--- config.mk ---
export PLATFORM = sky130hd
export DESIGN_NAME = instr_fetch_unit
export DESIGN_NICKNAME = d
export VERILOG_FILES = /design/src/rtl/instr_fetch_unit.sv
export SDC_FILE = /design/constraint.sdc
export NUM_CORES = 1
export LEC_CHECK = 0
export CAP_MARGIN = 30
export CORE_MARGIN = 8
export CORE_UTILIZATION = 45
export CTS_BUF_LIST = sky130_fd_sc_hd__clkbuf_4 sky130_fd_sc_hd__clkbuf_8
export CTS_CLUSTER_SIZE = 24
export DETAILED_ROUTE_END_ITERATION = 12
export PLACE_DENSITY = 0.81
export SLEW_MARGIN = 20
export SYNTH_ARGS = -nofsm -noshare
export SYNTH_HDL_FRONTEND = slang
export SYNTH_SLANG_ARGS = --single-unit
export TNS_END_PERCENT = 100
--- constraint.sdc ---
create_clock -name clk -period 4.4 [get_ports clk]
set_input_delay 0.88 -clock clk [delete_from_list [all_inputs] [get_ports clk]]
set_output_delay 0.88 -clock clk [all_outputs]
set_load 0.02 [all_outputs]
--- src/rtl/instr_fetch_unit.sv ---
// rtl/instr_fetch_unit.sv - instruction fetch front-end: PC, imem req/ack, instruction buffer, redirect
module instr_fetch_unit #(
  parameter logic [31:0] RESET_PC  = 32'h0000_0000,
  parameter int          BUF_DEPTH = 2
) (
  input  logic        clk,
  input  logic        rst_n,
  output logic        imem_req,
  output logic [31:0] imem_addr,
  input  logic        imem_ack,
  input  logic [31:0] imem_rdata,
  output logic        instr_valid,
  input  logic        instr_ready,
  output logic [31:0] instr,
  output logic [31:0] instr_pc,
  input  logic        redirect,
  input  logic [31:0] redirect_pc,
  output logic        fetch_err
);

  localparam int PW = (BUF_DEPTH > 1) ? $clog2(BUF_DEPTH) : 1;
  localparam int CW = PW + 1;
  localparam logic [CW-1:0] DEPTH_C = CW'(BUF_DEPTH);
  localparam logic [31:0]   NOP     = 32'h0000_0013;

  typedef enum logic [1:0] {IDLE, REQ, DROP, HALT} state_t;

  state_t        state_q, state_d;
  logic [31:0]   fetch_pc_q, fetch_pc_d;
  logic [31:0]   hold_addr_q, hold_addr_d;
  logic          fetch_err_q, fetch_err_d;

  logic [31:0]   buf_data_q [BUF_DEPTH];
  logic [31:0]   buf_pc_q   [BUF_DEPTH];
  logic [PW-1:0] wr_ptr_q, rd_ptr_q;
  logic [CW-1:0] count_q;

  logic          push, pop, misaligned, pending;
  logic [CW-1:0] count_after;

  assign instr_valid = (count_q != '0);
  assign pop         = instr_valid && instr_ready && !redirect;
  assign push        = (state_q == REQ) && imem_ack && !redirect;
  assign count_after = count_q + CW'(push) - CW'(pop);
  assign misaligned  = (redirect_pc[1:0] != 2'b00);
  assign pending     = imem_req && !imem_ack;

  assign imem_req  = (state_q == REQ) || (state_q == DROP);
  // DROP keeps presenting the abandoned address while fetch_pc already holds the new target
  assign imem_addr = (state_q == DROP) ? hold_addr_q : fetch_pc_q;
  assign instr     = instr_valid ? buf_data_q[rd_ptr_q] : NOP;
  assign instr_pc  = instr_valid ? buf_pc_q[rd_ptr_q] : 32'h0;
  assign fetch_err = fetch_err_q;

  always_comb begin
    state_d     = state_q;
    fetch_pc_d  = fetch_pc_q;
    hold_addr_d = hold_addr_q;
    fetch_err_d = fetch_err_q;
    if (redirect) begin
      fetch_pc_d  = redirect_pc;
      fetch_err_d = misaligned;
      if (pending) begin
        // an unacked request must complete first; a bad target halts after the drain
        state_d = DROP;
        if (state_q == REQ) hold_addr_d = fetch_pc_q;
      end else begin
        state_d = misaligned ? HALT : REQ;
      end
    end else begin
      case (state_q)
        IDLE: if (count_q < DEPTH_C) state_d = REQ;
        REQ: begin
          if (imem_ack) begin
            fetch_pc_d = fetch_pc_q + 32'd4;
            if (count_after >= DEPTH_C) state_d = IDLE;
          end
        end
        DROP: if (imem_ack) state_d = fetch_err_q ? HALT : REQ;
        HALT: state_d = HALT;
        default: state_d = IDLE;
      endcase
    end
  end

  always_ff @(posedge clk or negedge rst_n) begin
    if (!rst_n) begin
      state_q     <= IDLE;
      fetch_pc_q  <= RESET_PC;
      hold_addr_q <= RESET_PC;
      fetch_err_q <= 1'b0;
    end else begin
      state_q     <= state_d;
      fetch_pc_q  <= fetch_pc_d;
      hold_addr_q <= hold_addr_d;
      fetch_err_q <= fetch_err_d;
    end
  end

  always_ff @(posedge clk or negedge rst_n) begin
    if (!rst_n) begin
      wr_ptr_q <= '0;
      rd_ptr_q <= '0;
      count_q  <= '0;
      for (int i = 0; i < BUF_DEPTH; i++) begin
        buf_data_q[i] <= NOP;
        buf_pc_q[i]   <= 32'h0;
      end
    end else if (redirect) begin
      wr_ptr_q <= '0;
      rd_ptr_q <= '0;
      count_q  <= '0;
    end else begin
      if (push) begin
        buf_data_q[wr_ptr_q] <= imem_rdata;
        buf_pc_q[wr_ptr_q]   <= fetch_pc_q;
        wr_ptr_q             <= wr_ptr_q + 1'b1;
      end
      if (pop) rd_ptr_q <= rd_ptr_q + 1'b1;
      count_q <= count_after;
    end
  end

endmodule

==> results of run 1 <==
per-layer routing:
layer / routed length, um / global-route usage / vias to the layer above
li1: - / - / 2960
met1: 10000 / 0.221 / 3131
met2: 10700 / 0.293 / 140
met3: 1170 / 0.0491 / 17
met4: 198 / 0.0341 / 0
met5: 0 / 0 / -
power by group:
group | leakage [uW] | switching (uW) | internal, uW
Clock | 0.000227 | 700 | 607
Combinational | 0.00230 | 1220 | 1470
Sequential | 0.00248 | 448 | 2580
final timing paths:
| path | slack (ns) | from | to | cells past startpoint |
|---|---|---|---|---|
| max in group asynchronous | 2.79 | rst_n | buf_pc_q[37]$_DFFE_PN0P_ | 3 |
| setup reg to reg | 1.30 | count_q[1]$_DFF_PN0_ | state_q[0]$_DFFE_PN0P_ | 12 |
| hold reg to reg | 0.50 | hold_addr_q[27]$_DFFE_PN0P_ | hold_addr_q[27]$_DFFE_PN0P_ | 2 |
| hold / removal | 0.37 | rst_n | buf_pc_q[29]$_DFFE_PN0P_ | 1 |
| setup / recovery | 0.84 | state_q[0]$_DFFE_PN0P_ | imem_addr[3] | 5 |
| min in group clk | 0.50 | hold_addr_q[27]$_DFFE_PN0P_ | hold_addr_q[27]$_DFFE_PN0P_ | 2 |
registers in the layout, summed over array words and instances, names as in the netlist:
signal,flops
fetch_err,1
wr_ptr_q,1
rd_ptr_q,1
fetch_pc_q,32
hold_addr_q,32
count_q,2
buf_data_q,64
buf_pc_q,64
state_q,2
cells by family after synthesis:
family | Yosys count
adder cells (fa/ha/maj) | 7
AND/OR/NAND/NOR | 167
multiplexers | 261
flip-flops | 199
buffers and inverters | 59
AO/OA/AOI/OAI | 39
XOR/XNOR | 32
per-stage QoR:
step | setup WS (ns) | std cells | area, um2 | hold WS (ns) | total power [uW]
2_1_floorplan | 1.55 | 764 | 9540 | 0.450 | 4750
3_3_place_gp | 0.894 | 1165 | 11400 | 0.462 | 5660
3_5_place_dp | 0.748 | 1166 | 11400 | 0.475 | 5770
4_1_cts | 0.643 | 1198 | 11800 | 0.377 | 7090
5_1_grt | 0.665 | 1200 | 11900 | 0.382 | 7480
6_report | 0.842 | 1200 | 11900 | 0.375 | 7030
area by class of cell:
class,count,area share
Clock inverter,14,0.0170
Inverter,6,0.00189
Tap cell,275,0.0289
Clock buffer,18,0.0208
Timing Repair Buffer,182,0.155
Multi-Input combinational cell,506,0.357
Sequential cell,199,0.419
cells in the mapped netlist, drive strengths merged:
cell / instances
a21oi: 4
mux2i: 67
dfrtp: 193
nand4: 13
xor2: 25
nand2: 43
o21a: 1
mux2: 194
o21ai: 33
ha: 7
nor4: 1
a22oi: 1
and3: 6
nor2b: 4
inv: 6
nor3b: 1
nand3: 16
or4: 1
dfstp: 6
clkbuf: 19
and4: 3
and2: 1
nand2b: 1
nor3: 3
nor2: 74
buf: 34
xnor2: 7
==> impl_metrics.toml, run 1 <==
[outcome]
status = "complete, no violations"

[timing]
finalClockSkew_ns = 0.0136
hold_viol_final = 0
fin_tns_setup_ns = 0
finalCritPeriodShare = 0.809
fin_crit_ns = 3.56
finalSetupViolCount = 0
fmaxAchievable_mhz = 281
max_slew_margin = 0.533
worst_pin_slew_ns = 0.701
drv_slew = 0
grt_setup_unrepaired = "no"

[drt]
ant_nets = 0
drt_iter0_drc = 322
wire_per_inst_um = 18.4
routed_wl_um = 22100
drt_first_pass_iters = 5
vias_per_cell = 5.21
vias = 6248
drc = 0

[pwr]
p_per_area_nw_per_um2 = 591
ir_drop_mv = 0.285
p_leak_uw = 0.00500

[logic_synthesis]
yosys.cell_types.count = 38
synth_top_area_frac = 0.506
synth_xor_area_frac = 0.0294
ys_top_cells_by_area = "dfrtp_1 (51%), mux2_2 (23%), mux2i_1 (7.0%)"
synth_compound_area_frac = 0.0210
synth_fa_ha_area_frac = 0.00918
synth_seq_cells = 199
seq_area_frac_synth = 0.523
synth-simple-area-share = 0.0840
synth_warnings = 0
synth_area_um2 = 9540
synth_top_area_cell = "dfrtp_1"
avgSynthCellArea_um2 = 12.5
synthMuxAreaShare = 0.299
synth_top_family_by_area = "multiplexers"
syn-instance-count = 764
syn-num-nets = 840

[grt]
grt_max_degree = 75
grt_pass1_vias = 6770
grt_pass1_wl_um = 36300
grt_remaining_overflow = 0
track_usage = 0.174
antenna_found_initial = 0

[worst_hold_path]
hold_path_class = "input port to async pin"

[setup_path]
crit_path_end_kind = "primary output"
crit_path_max_incr_delay_ns = 0.55
crit_arrival_ns = 2.68
startpoint_type = "flip-flop"
path_max_fanout = 20
path_buf_inv = 3
required_ns = 3.52
crit_slowest_cell = "clkdlybuf4s50_1"
crit_chain = "inv_1 -> ha_2 -> buf_16 -> mux2_2 -> clkdlybuf4s50_1"
cp_top_family = "buffers and inverters"
path_class = "flip-flop to primary output"

[clock_tree]
hold_buffers = 0
cts.clk_slew.worst_paths_ns = 0.11
cts_htree_levels = 4
numClockSinks = 199
worstSkewPairLatency_ns = 0.48
postCtsResizedCells = 0
cts_buffers = 17
cts-root-buf = "clkbuf_8"
postCtsSetupBuffers = 0
clockBufferDepth = 2
cts_tree = "yes"

[floorplanning]
coreArea_um2 = 20900
ios = 168
die_area_um2 = 26100
die_width_um = 162
fp-row-count = 53
die_h_um = 162
start_util = 0.457

[layout]
nNetsFinal = 988
fillCellCount = 1794
n_antenna_cell = 0
area_delta_synth_final_pct = 24.8
mostFrequentLayoutCells = "dfrtp_1 (192), mux2_2 (191), clkdlybuf4s50_1 (165)"
drive_gt1_frac = 0.281
final_util = 0.570
multi_input_area_um2 = 4250
seq_area_um2 = 4990
mostFrequentLayoutCell = "dfrtp_1"

[place]
port_buffers = 167
gp_congestion = 0.781
dp_hpwl_um = 15100

[job]
drv_cap = 0
No activity file was read; power rests on OpenSTA's default activity.
==> run 2: changes to the inputs <==
Clock period 4.4 ns to 3.45 ns, I/O delays scaled along.
==> impl_metrics.toml, run 2 (same netlist as run 1, synthesis figures left out) <==
[timing]
finalCritPeriodShare = 0.901
hold_viol_final = 0
fin_tns_setup_ns = 0
drv_slew = 0
worst_pin_slew_ns = 0.721
max_slew_margin = 0.520
finalSetupViolCount = 0
fmaxAchievable_mhz = 322
fin_crit_ns = 3.11
grt_setup_unrepaired = "no"
finalClockSkew_ns = 0.0172

[floorplanning]
start_util = 0.457
die_width_um = 162
die_area_um2 = 26100
coreArea_um2 = 20900
fp-row-count = 53
ios = 168
die_h_um = 162

[layout]
nNetsFinal = 992
mostFrequentLayoutCells = "dfrtp_1 (192), mux2_2 (191), clkdlybuf4s50_1 (165)"
final_util = 0.567
mostFrequentLayoutCell = "dfrtp_1"
area_delta_synth_final_pct = 24.2
drive_gt1_frac = 0.284
seq_area_um2 = 4990
n_antenna_cell = 0
multi_input_area_um2 = 4250
fillCellCount = 1802
top_regs = "buf_data_q x64, buf_pc_q x64"

[place]
gp_congestion = 0.772
dp_hpwl_um = 15600
port_buffers = 167

[setup_path]
required_ns = 2.76
startpoint_type = "flip-flop"
crit_path_max_incr_delay_ns = 0.55
r2r_slack_ns = 0.82
worstReg2RegStart = "state_q[1]$_DFFE_PN0P_"
path_class = "flip-flop to primary output"
rr_worst_depth = 13
rr_endpoint = "state_q[0]$_DFFE_PN0P_"
path_max_fanout = 18
crit_chain = "inv_1 -> ha_2 -> buf_4 -> mux2_2 -> clkdlybuf4s50_1"
crit_path_end_kind = "primary output"
crit_arrival_ns = 2.42
crit_slowest_cell = "clkdlybuf4s50_1"

[pwr]
p_per_area_nw_per_um2 = 737
p_leak_uw = 0.00498
sequentialPowerShare = 0.440
design_power_total_uw = 8730
p_comb_frac = 0.398
p_sw_uw = 3020
intPower_uw = 5710
ir_drop_mv = 0.434
clockPowerShare = 0.162
switching_share = 0.346

[job]
drv_cap = 0

[clock_tree]
postCtsResizedCells = 0
cts-root-buf = "clkbuf_8"
clockBufferDepth = 2
cts_buffers = 17
hold_buffers = 0
worstSkewPairLatency_ns = 0.47
cts.clk_slew.worst_paths_ns = 0.11
cts_htree_levels = 4
postCtsSetupBuffers = 0
cts_tree = "yes"
numClockSinks = 199

[outcome]
status = "complete, no violations"

[drt]
wire_per_inst_um = 18.6
drt_iter0_drc = 379
routed_wl_um = 22400
drt_first_pass_iters = 4
ant_nets = 0
vias = 6350
drc = 0
vias_per_cell = 5.27

[grt]
grt_pass1_wl_um = 36600
grt_pass1_vias = 6890
grt_max_degree = 89
grt_remaining_overflow = 0
track_usage = 0.177
antenna_found_initial = 0

[worst_hold_path]
hold_path_class = "input port to async pin"
## run 2: power groups by stage
stage                     sequential, uW  clock (uW)  combinational (uW)
final                               3840        1420                3470
after global routing                3970        1560                3760
after CTS                           3840        1480                3530
after detailed placement            3900           0                3510
after global placement              3830           0                3440
after floorplan                     3670           0                2380
## run 2: cell type report
class	count	share of cell area
clock inverter	15	0.0114
tap	275	0.0290
sequential	199	0.421
inverter	6	0.00190
multi-input combinational	506	0.358
clock buffer	17	0.0197
timing repair buffer	186	0.158
## run 2: how the worst max path moves through the flow
stage                                 from                     end  slack (ns)  cells past startpoint
finish              state_q[0]$_DFFE_PN0P_           imem_addr[31]        0.34                      5
global route        state_q[0]$_DFFE_PN0P_           imem_addr[31]        0.22                      5
CTS                 state_q[0]$_DFFE_PN0P_           imem_addr[31]        0.28                      5
detailed placement                imem_ack  state_q[0]$_DFFE_PN0P_        0.25                     12
global placement                  imem_ack  state_q[1]$_DFFE_PN0P_        0.35                     12
floorplan                         redirect  state_q[0]$_DFFE_PN0P_        0.79                     12
## run 2: stage by stage
stage          instances  hold slack [ns]  area, um2  worst slack [ns]
2_1_floorplan        764            0.394       9540             0.793
3_3_place_gp        1172            0.462      11500             0.352
3_5_place_dp        1172            0.471      11500             0.251
4_1_cts             1204            0.115      11800             0.278
5_1_grt             1204            0.125      11800             0.216
6_report            1204            0.140      11800             0.340
## run 2: per-layer routing
metal	part of all wire	wire, um	track usage	vias to the layer above
met1	0.44	9840	0.220	3213
met4	0.013	298	0.0476	0
met2	0.49	11100	0.298	156
met5	0	0	0	-
met3	0.054	1220	0.0473	23
li1	-	-	-	2958
## run 2: critical path: cells and delay by family (launching register included)
family	cells	cell delay [ns]
flops	1	0.42
mux	1	0.41
buf+inv	3	0.95
fa+ha+maj	1	0.19
